**config.mk**
```make
export PLATFORM = sky130hd
export DESIGN_NAME = data_sync_rx_flat
export DESIGN_NICKNAME = d
export VERILOG_FILES = /design/src/rtl/data_sync_pkg.sv /design/src/rtl/data_sync_rx_if.sv /design/src/rtl/data_sync_rx_sync_chain.sv /design/src/rtl/data_sync_rx.sv /design/src/flat_wrapper.sv
export SDC_FILE = /design/constraint.sdc
export NUM_CORES = 1
export LEC_CHECK = 0
export BUFFER_PORTS_ARGS = -buffer_cell sky130_fd_sc_hd__buf_2
export CORE_AREA = 2 2 39 41
export DETAILED_ROUTE_END_ITERATION = 8
export DIE_AREA = 0 0 41 43
export PLACE_DENSITY_LB_ADDON = 0.1
export REMOVE_ABC_BUFFERS = 1
export SLEW_MARGIN = 20
export SYNTH_ARGS = -nofsm -noshare
export SYNTH_HDL_FRONTEND = slang
export SYNTH_SLANG_ARGS = --single-unit
export TNS_END_PERCENT = 1
```
**constraint.sdc**
```tcl
create_clock -name dest_clk -period 3.3 [get_ports dest_clk]
set_input_delay 0.66 -clock dest_clk [delete_from_list [all_inputs] [get_ports dest_clk]]
set_output_delay 0.66 -clock dest_clk [all_outputs]
set_load 0.1 [all_outputs]
```
**src/rtl/data_sync_pkg.sv**
```systemverilog
// Shared types and constants for the data_sync req/ack crossing.
// No ports; imported by the interface, the synchronizer and the responder.
package data_sync_pkg;

    // FSM encoding width and states
    localparam int unsigned STATE_W = 2;

    typedef enum logic [STATE_W-1:0] {
        ST_IDLE = 2'd0,
        ST_HOLD = 2'd1,
        ST_ACK  = 2'd2
    } state_e;

    // Default geometry
    localparam int unsigned DEF_BUS_WIDTH  = 8;
    localparam int unsigned DEF_NUM_STAGES = 2;

    // Shallowest synchronizer accepted at elaboration
    localparam int unsigned MIN_STAGES     = 2;

endpackage

```
**src/rtl/data_sync_rx_if.sv**
```systemverilog
// Signal bundle between the source/consumer side and the data_sync_rx responder.
//   unsync_req  source request level (async to dest_clk)
//   unsync_bus  quasi-static source word
//   ack         acknowledge level back to the source
//   dest_ready  consumer accepts sync_bus
//   sync_bus    captured word
//   sync_valid  sync_bus holds an unaccepted word
//   proto_err   one-cycle protocol violation pulse
// master: environment side (source + consumer); slave: the responder.
interface data_sync_rx_if
    import data_sync_pkg::*;
#(
    parameter int unsigned BUS_WIDTH = DEF_BUS_WIDTH
);

    logic                 unsync_req;
    logic [BUS_WIDTH-1:0] unsync_bus;
    logic                 ack;
    logic                 dest_ready;
    logic [BUS_WIDTH-1:0] sync_bus;
    logic                 sync_valid;
    logic                 proto_err;

    modport master (
        output unsync_req,
        output unsync_bus,
        output dest_ready,
        input  ack,
        input  sync_bus,
        input  sync_valid,
        input  proto_err
    );

    modport slave (
        input  unsync_req,
        input  unsync_bus,
        input  dest_ready,
        output ack,
        output sync_bus,
        output sync_valid,
        output proto_err
    );

endinterface

```
**src/rtl/data_sync_rx_sync_chain.sv**
```systemverilog
// sync_chain: NUM_STAGES-deep single-bit synchronizer, async active-low reset to 0.
// Ports:
//   dest_clk  destination clock
//   dest_rst  asynchronous active-low reset
//   d         asynchronous input level
//   q         synchronized level (last stage)
module sync_chain
    import data_sync_pkg::*;
#(
    parameter int unsigned NUM_STAGES = DEF_NUM_STAGES
) (
    input  logic dest_clk,
    input  logic dest_rst,
    input  logic d,
    output logic q
);

    logic [NUM_STAGES-1:0] stage_q;

    // Shift chain; stage 0 is the only flop that sees the raw input
    always_ff @(posedge dest_clk or negedge dest_rst) begin
        if (!dest_rst) begin
            stage_q <= '0;
        end else begin
            stage_q <= {stage_q[NUM_STAGES-2:0], d};
        end
    end

    assign q = stage_q[NUM_STAGES-1];

endmodule

```
**src/rtl/data_sync_rx.sv**
```systemverilog
// data_sync_rx: destination-side responder of a four-phase req/ack crossing.
// Synchronizes the request, captures the quasi-static source word once the
// request is seen, offers it to a local consumer via valid/ready and returns
// a registered acknowledge level to the source domain.
// Ports:
//   dest_clk  destination clock (rising edge)
//   dest_rst  asynchronous active-low reset
//   bus_if    slave side of data_sync_rx_if (req/bus/ack + valid/ready + proto_err)
module data_sync_rx
    import data_sync_pkg::*;
#(
    parameter int unsigned BUS_WIDTH  = DEF_BUS_WIDTH,
    parameter int unsigned NUM_STAGES = DEF_NUM_STAGES
) (
    input  logic                 dest_clk,
    input  logic                 dest_rst,
    data_sync_rx_if.slave        bus_if
);

    // Reject synchronizers too shallow to settle metastability
    generate
        if (NUM_STAGES < MIN_STAGES) begin : g_bad_stages
            $error("data_sync_rx: NUM_STAGES must be at least %0d", MIN_STAGES);
        end
    endgenerate

    logic                 req_s;
    state_e               state_q;
    logic [BUS_WIDTH-1:0] sync_bus_q;
    logic                 sync_valid_q;
    logic                 ack_q;
    logic                 proto_err_q;
    logic                 err_seen_q;

    // Request synchronizer; instance name is the CDC constraint anchor
    sync_chain #(
        .NUM_STAGES (NUM_STAGES)
    ) u_req_sync (
        .dest_clk (dest_clk),
        .dest_rst (dest_rst),
        .d        (bus_if.unsync_req),
        .q        (req_s)
    );

    // Handshake FSM with capture and output registers.
    // err_seen_q limits proto_err to one pulse per stay in HOLD.
    always_ff @(posedge dest_clk or negedge dest_rst) begin
        if (!dest_rst) begin
            state_q      <= ST_IDLE;
            sync_bus_q   <= '0;
            sync_valid_q <= 1'b0;
            ack_q        <= 1'b0;
            proto_err_q  <= 1'b0;
            err_seen_q   <= 1'b0;
        end else begin
            proto_err_q <= 1'b0;
            case (state_q)
                ST_IDLE: begin
                    ack_q        <= 1'b0;
                    sync_valid_q <= 1'b0;
                    err_seen_q   <= 1'b0;
                    if (req_s) begin
                        // Source holds the bus stable from req rise until ack
                        sync_bus_q   <= bus_if.unsync_bus;
                        sync_valid_q <= 1'b1;
                        state_q      <= ST_HOLD;
                    end
                end
                ST_HOLD: begin
                    if (!req_s && !err_seen_q) begin
                        proto_err_q <= 1'b1;
                        err_seen_q  <= 1'b1;
                    end
                    if (sync_valid_q && bus_if.dest_ready) begin
                        sync_valid_q <= 1'b0;
                        ack_q        <= 1'b1;
                        state_q      <= ST_ACK;
                    end
                end
                ST_ACK: begin
                    if (!req_s) begin
                        ack_q   <= 1'b0;
                        state_q <= ST_IDLE;
                    end
                end
                default: begin
                    state_q      <= ST_IDLE;
                    ack_q        <= 1'b0;
                    sync_valid_q <= 1'b0;
                    err_seen_q   <= 1'b0;
                end
            endcase
        end
    end

    assign bus_if.sync_bus   = sync_bus_q;
    assign bus_if.sync_valid = sync_valid_q;
    assign bus_if.ack        = ack_q;
    assign bus_if.proto_err  = proto_err_q;

endmodule

```
**src/flat_wrapper.sv**
```systemverilog
// flat-port wrapper written by rule: the top's interface ports become plain ports
module data_sync_rx_flat import data_sync_pkg::*;
#(
    parameter int unsigned BUS_WIDTH  = DEF_BUS_WIDTH,
    parameter int unsigned NUM_STAGES = DEF_NUM_STAGES
)
  (dest_clk, dest_rst, bus_if_unsync_req, bus_if_unsync_bus, bus_if_dest_ready, bus_if_ack, bus_if_sync_bus, bus_if_sync_valid, bus_if_proto_err);
  data_sync_rx_if #(.BUS_WIDTH(BUS_WIDTH)) bus_if_i ();
  input  logic dest_clk;
  input  logic dest_rst;
  input wire logic [$bits(bus_if_i.unsync_req)-1:0] bus_if_unsync_req;
  input wire logic [$bits(bus_if_i.unsync_bus)-1:0] bus_if_unsync_bus;
  input wire logic [$bits(bus_if_i.dest_ready)-1:0] bus_if_dest_ready;
  output wire logic [$bits(bus_if_i.ack)-1:0] bus_if_ack;
  output wire logic [$bits(bus_if_i.sync_bus)-1:0] bus_if_sync_bus;
  output wire logic [$bits(bus_if_i.sync_valid)-1:0] bus_if_sync_valid;
  output wire logic [$bits(bus_if_i.proto_err)-1:0] bus_if_proto_err;
  assign bus_if_i.unsync_req = bus_if_unsync_req;
  assign bus_if_i.unsync_bus = bus_if_unsync_bus;
  assign bus_if_i.dest_ready = bus_if_dest_ready;
  assign bus_if_ack = bus_if_i.ack;
  assign bus_if_sync_bus = bus_if_i.sync_bus;
  assign bus_if_sync_valid = bus_if_i.sync_valid;
  assign bus_if_proto_err = bus_if_i.proto_err;
  data_sync_rx #(.BUS_WIDTH(BUS_WIDTH), .NUM_STAGES(NUM_STAGES)) u_core (.dest_clk(dest_clk), .dest_rst(dest_rst), .bus_if(bus_if_i));
endmodule
```
==> results.json, run 1 <==
{
  "status": "completed",
  "hold_violations": 0,
  "ys_async_sr_fraction": 1.00,
  "worst_slew_pin_slew_ns": 0.485,
  "critPathArrivalTime_ns": 1.16,
  "root_buffer": "clkbuf_4",
  "grt_pass1_wl_mm": 1.46,
  "hold_ws_ns": 0.267,
  "io_buffers": 22,
  "drc_errors": 0,
  "ys_seq_area_frac": 0.658,
  "cp_top_family": "buffers and inverters",
  "syn_avg_cell_area_sq_um": 14.5,
  "critPathKind": "register to primary output",
  "clkLatencyLatePin_ns": 0.28,
  "synthTopCellsByCount": "dfrtp_1, mux2_2, inv_1, nand2_1, o22ai_1",
  "wire_per_inst_um": 11.0,
  "num_rows": 14,
  "postRouteWirelength_um": 909,
  "synth_most_common_cell": "dfrtp_1",
  "postSynthCellCount": 42,
  "post_route_cells_drive_above_1_share": 0.522,
  "cp.depth": 1,
  "die-area_sq_um": 1760,
  "end_kind": "primary output",
  "reg2reg_depth": 2,
  "place.gp.congestion": 0.569,
  "track_usage": 0.129,
  "antenna_left": 0,
  "crit_fanout": 6,
  "clockBufferDepth": 2,
  "synth_top_area_cell": "dfrtp_1",
  "fillers": 119,
  "post_synth_num_cell_types": 17,
  "maxSlewViolCount": 0,
  "dp_hpwl_um": 673,
  "grt_pass1_vias": 367,
  "synth_area_leaders": "dfrtp_1, mux2_2, nor3b_4",
  "antenna_found_initial": 0,
  "fin_nets": 80,
  "relSlewSlack": 0.679,
  "start_util": 0.439,
  "drtPass1Iterations": 2,
  "clkSinkCount": 16,
  "ys.flop_type": "dfrtp_1",
  "dpl_cell_area_sq_um": 733,
  "crit_buf_inv": 1,
  "grt_max_degree": 17,
  "worst_setup_hold_path_clk_slew_ns": 0.08,
  "syn-cell-area_sq_um": 608,
  "synth_edf_count": 0,
  "fp.coreArea_sq_um": 1380,
  "cts_setup_buffers": 0,
  "fmax_mhz": 548,
  "setup.worst_path.start_class": "register",
  "vias": 405,
  "cts_buffers": 3,
  "h-tree-depth": 1,
  "max_stage_delay_ns": 0.46,
  "hold_path_class": "primary input to async pin",
  "final_area_sq_um": 769,
  "dieWidth_um": 41,
  "die_h_um": 43,
  "drtIter0Drc": 2,
  "viasPerCell": 4.88,
  "clock_skew_ns": 0.000848,
  "fin_ws_ns": 1.48,
  "finalCriticalPeriod_ns": 1.82,
  "setup_violations": 0,
  "cap_violations": 0,
  "pre_cts_ws_ns": 1.79,
  "top_level_ports": 23,
  "hold_buffers": 0,
  "globalRoute.totalOverflow": 0,
  "crit_chain": "buf_2",
  "ys_ff_latch": 16,
  "required_ns": 2.64,
  "cts_tree": "built",
  "ctsResizeCount": 0,
  "syn_to_final_growth_pct": 26.5,
  "diodes": 0,
  "critPathSlowestCell": "buf_2",
  "yosys_warnings": 0,
  "rsz0062_at_grt": "no",
  "post-route-period-util": 0.553,
  "final.setup.tns_ns": 0,
  "netlist.area_leader.share": 0.658
}
-- metrics by stage --
step | utilization | cells
after global placement | 0.530 | 79
after global routing | 0.556 | 83
after floorplan | - | 41
after detailed placement | 0.530 | 79
after CTS | 0.556 | 83
final | 0.556 | 83
-- placed cells by master (no fill, tap or decap), types with 2 or more instances in the layout --
cell type   n
o22ai_1     2
dfrtp_1    16
clkbuf_4    3
nand2_1     2
buf_2      22
inv_1       2
mux2_2      8
-- flip-flops by register name (all words and copies together) (netlist names) --
name and flops:
u_core.bus_if.sync_bus 8, u_core.state_q 2, u_core.u_req_sync.stage_q 2, u_core.bus_if.ack 1
u_core.bus_if.proto_err 1, u_core.bus_if.sync_valid 1, u_core.err_seen_q 1
-- worst paths after layout --
path                                                             start                                      to  slack, ns
worst max-delay path              u_core.bus_if.sync_valid$_DFFE_PN0P_                       bus_if_sync_valid       1.48
max in group asynchronous                                     dest_rst           u_core.err_seen_q$_DFFE_PN0P_       2.79
worst min register to register  u_core.u_req_sync.stage_q[0]$_DFF_PN0_  u_core.u_req_sync.stage_q[1]$_DFF_PN0_       0.35
min in group dest_clk           u_core.u_req_sync.stage_q[0]$_DFF_PN0_  u_core.u_req_sync.stage_q[1]$_DFF_PN0_       0.35
worst min-delay path                                          dest_rst   u_core.bus_if.sync_bus[6]$_DFFE_PN0P_       0.27
worst max register to register           u_core.state_q[0]$_DFFE_PN0P_   u_core.bus_if.sync_bus[0]$_DFFE_PN0P_       1.90
-- metal layers --
layer	global-route usage	vias to the layer above	wire (um)
met1	0.158	175	433
li1	-	203	-
met3	0.0314	4	98
met4	0.120	0	29
met2	0.175	23	347
met5	0	-	0
-- cell families (layout without fill, tap and decap cells) --
logic type      after synthesis  after routing  synth area share
mux                           9              9             0.165
compound gates                6              6            0.0658
flops                        16             16             0.658
simple gates                  8              8            0.0905
buf+inv                       3             28            0.0206
-- area by class of cell --
| type | instances | area [sq um] | area share |
|---|---|---|---|
| flip-flops and latches | 16 | 400 | 0.520 |
| inverters | 2 | 7.51 | 0.00976 |
| repair buffers | 22 | 110 | 0.143 |
| clock buffers | 4 | 36.3 | 0.0472 |
| well taps | 16 | 20.0 | 0.0260 |
| multi-input cells | 23 | 195 | 0.254 |
Power of run 1 is not shown: default switching activity piles up to over one toggle a cycle in this logic, so the estimate is an artifact.
==> inputs of run 2 (changes only) <==
--- a/config.mk
+++ b/config.mk
@@ -5,10 +5,11 @@
 export SDC_FILE = /design/constraint.sdc
 export NUM_CORES = 1
 export LEC_CHECK = 0
+export ABC_AREA = 1
 export BUFFER_PORTS_ARGS = -buffer_cell sky130_fd_sc_hd__buf_2
-export CORE_AREA = 2 2 39 41
+export CORE_MARGIN = 2
+export CORE_UTILIZATION = 46
 export DETAILED_ROUTE_END_ITERATION = 8
-export DIE_AREA = 0 0 41 43
 export PLACE_DENSITY_LB_ADDON = 0.1
 export REMOVE_ABC_BUFFERS = 1
 export SLEW_MARGIN = 20
==> constraint.sdc (replaced) <==
create_clock -name dest_clk -period 1.9 [get_ports dest_clk]
set_input_delay 0.38 -clock dest_clk [delete_from_list [all_inputs] [get_ports dest_clk]]
set_output_delay 0.38 -clock dest_clk [all_outputs]
set_load 0.1 [all_outputs]
==> results.json, run 2 <==
{
  "h-tree-depth": 1,
  "synth_area_leaders": "dfrtp_1, nand2_1, o21ai_2",
  "maxSlewViolCount": 0,
  "min_to": "u_core.u_req_sync.stage_q[0]$_DFF_PN0_",
  "track_usage": 0.131,
  "cp_top_family": "buffers and inverters",
  "netlist.area_leader.share": 0.618,
  "cts_buffers": 3,
  "drtIter0Drc": 8,
  "synthTopCellsByCount": "nand2_1, dfrtp_1, inv_1, o21ai_2",
  "fin_ws_ns": 0.445,
  "critPathArrivalTime_ns": 1.08,
  "clockBufferDepth": 2,
  "clock_skew_ns": 0.000802,
  "die_h_um": 41.5,
  "dieWidth_um": 41.5,
  "globalRoute.totalOverflow": 0,
  "multiInputGateArea_sq_um": 191,
  "clkSinkCount": 16,
  "start_util": 0.498,
  "drc_errors": 0,
  "place.gp.congestion": 0.747,
  "reg2reg_depth": 4,
  "rsz0062_at_grt": "no",
  "setup.worst_path.start_class": "register",
  "crit_buf_inv": 1,
  "layout_common_cells": "nand2_1, buf_2, dfrtp_1",
  "num_rows": 13,
  "critPathSlowestCell": "buf_2",
  "worstReg2RegStart": "u_core.state_q[1]$_DFFE_PN0P_",
  "fillers": 117,
  "crit_chain": "buf_2",
  "syn-cell-area_sq_um": 648,
  "crit_fanout": 2,
  "grt_pass1_vias": 433,
  "yosys_warnings": 0,
  "drtPass1Iterations": 4,
  "critPathKind": "register to primary output",
  "finalCriticalPeriod_ns": 1.46,
  "largest_reg_flops": 8,
  "fmax_mhz": 687,
  "root_buffer": "clkbuf_4",
  "synth_top_area_cell": "dfrtp_1",
  "viasPerCell": 4.40,
  "required_ns": 1.52,
  "final.setup.tns_ns": 0,
  "ys.flop_type": "dfrtp_1",
  "wire_per_inst_um": 9.26,
  "top_level_ports": 23,
  "syn_to_final_growth_pct": 25.3,
  "diodes": 0,
  "dp_hpwl_um": 733,
  "worstHoldStart": "bus_if_unsync_req",
  "hold_path_class": "primary input to register",
  "hold_depth": 1,
  "grt_max_degree": 19,
  "antenna_left": 0,
  "syn_avg_cell_area_sq_um": 9.97,
  "register_area_sq_um": 400,
  "clkLatencyLatePin_ns": 0.28,
  "end_kind": "primary output",
  "fp.coreArea_sq_um": 1300,
  "cap_violations": 0,
  "post-route-period-util": 0.766,
  "cts_tree": "built",
  "antenna_found_initial": 0,
  "ys_ff_latch": 16,
  "r2r-end": "u_core.bus_if.sync_bus[2]$_DFFE_PN0P_",
  "pre_cts_ws_ns": 0.756,
  "hold_violations": 0,
  "fin_nets": 104,
  "setup_violations": 0,
  "post_synth_num_cell_types": 9,
  "postRouteWirelength_um": 982,
  "regToRegSetupSlack_ns": 0.87,
  "die-area_sq_um": 1730,
  "synth_edf_count": 0,
  "postSynthCellCount": 65,
  "cts_setup_buffers": 0,
  "vias": 466,
  "worst_setup_hold_path_clk_slew_ns": 0.09,
  "relSlewSlack": 0.679,
  "ys_async_sr_fraction": 1.00,
  "ctsResizeCount": 0,
  "post_route_cells_drive_above_1_share": 0.407,
  "synth_most_common_cell": "nand2_1",
  "max_stage_delay_ns": 0.43,
  "final_common_cell": "nand2_1",
  "ys_seq_area_frac": 0.618,
  "io_buffers": 22,
  "grt_pass1_wl_mm": 1.66,
  "status": "completed",
  "worst_slew_pin_slew_ns": 0.484
}
-- run 2: timing repair --
item,CTS,global route
setup endpoints to repair,0,0
hold endpoints to repair,16,0
hold buffers,1,0
-- run 2: routing by layer --
metal / vias to the layer above / global-route usage / routed length (um)
li1: 247 / - / -
met5: - / 0 / 0
met2: 13 / 0.216 / 487
met4: 0 / 0.0968 / 11
met3: 2 / 0.0261 / 55
met1: 204 / 0.148 / 427
-- run 2: cell type report --
| type | count | area share |
|---|---|---|
| multi-input combinational | 36 | 0.236 |
| sequential | 16 | 0.493 |
| tap | 15 | 0.0231 |
| inverter | 12 | 0.0555 |
| clock buffer | 4 | 0.0447 |
| timing repair buffer | 23 | 0.148 |
-- run 2: logic make-up (layout without fill, tap and decap cells) --
logic type / Yosys count / count (layout) / share of synthesized area
buffers and inverters: 13 / 39 / 0.0869
AND/OR/NAND/NOR: 28 / 28 / 0.187
AO/OA/AOI/OAI: 8 / 8 / 0.108
flip-flops: 16 / 16 / 0.618
-- run 2: worst max-delay path by stage --
stage	startpoint	end	depth (start not counted)	slack (ns)
finish	u_core.bus_if.sync_bus[3]$_DFFE_PN0P_	bus_if_sync_bus[3]	1	0.44
detailed placement	u_core.bus_if.sync_bus[3]$_DFFE_PN0P_	bus_if_sync_bus[3]	1	0.76
global route	u_core.bus_if.sync_bus[3]$_DFFE_PN0P_	bus_if_sync_bus[3]	1	0.40
floorplan	u_core.bus_if.sync_valid$_DFFE_PN0P_	u_core.bus_if.sync_valid$_DFFE_PN0P_	5	0.48
global placement	u_core.bus_if.sync_valid$_DFFE_PN0P_	bus_if_sync_valid	1	0.76
CTS	u_core.bus_if.sync_bus[3]$_DFFE_PN0P_	bus_if_sync_bus[3]	1	0.43
-- run 2: through the flow --
step	hold slack, ns	util	instances	cell area, sq um
floorplan	0.0844	-	64	637
detailed placement	0.306	0.588	101	766
global route	0.187	0.624	106	812
CTS	0.188	0.624	106	812
global placement	0.308	0.588	101	766
finish	0.199	0.624	106	812
Power of run 2 is left out for the same reason.
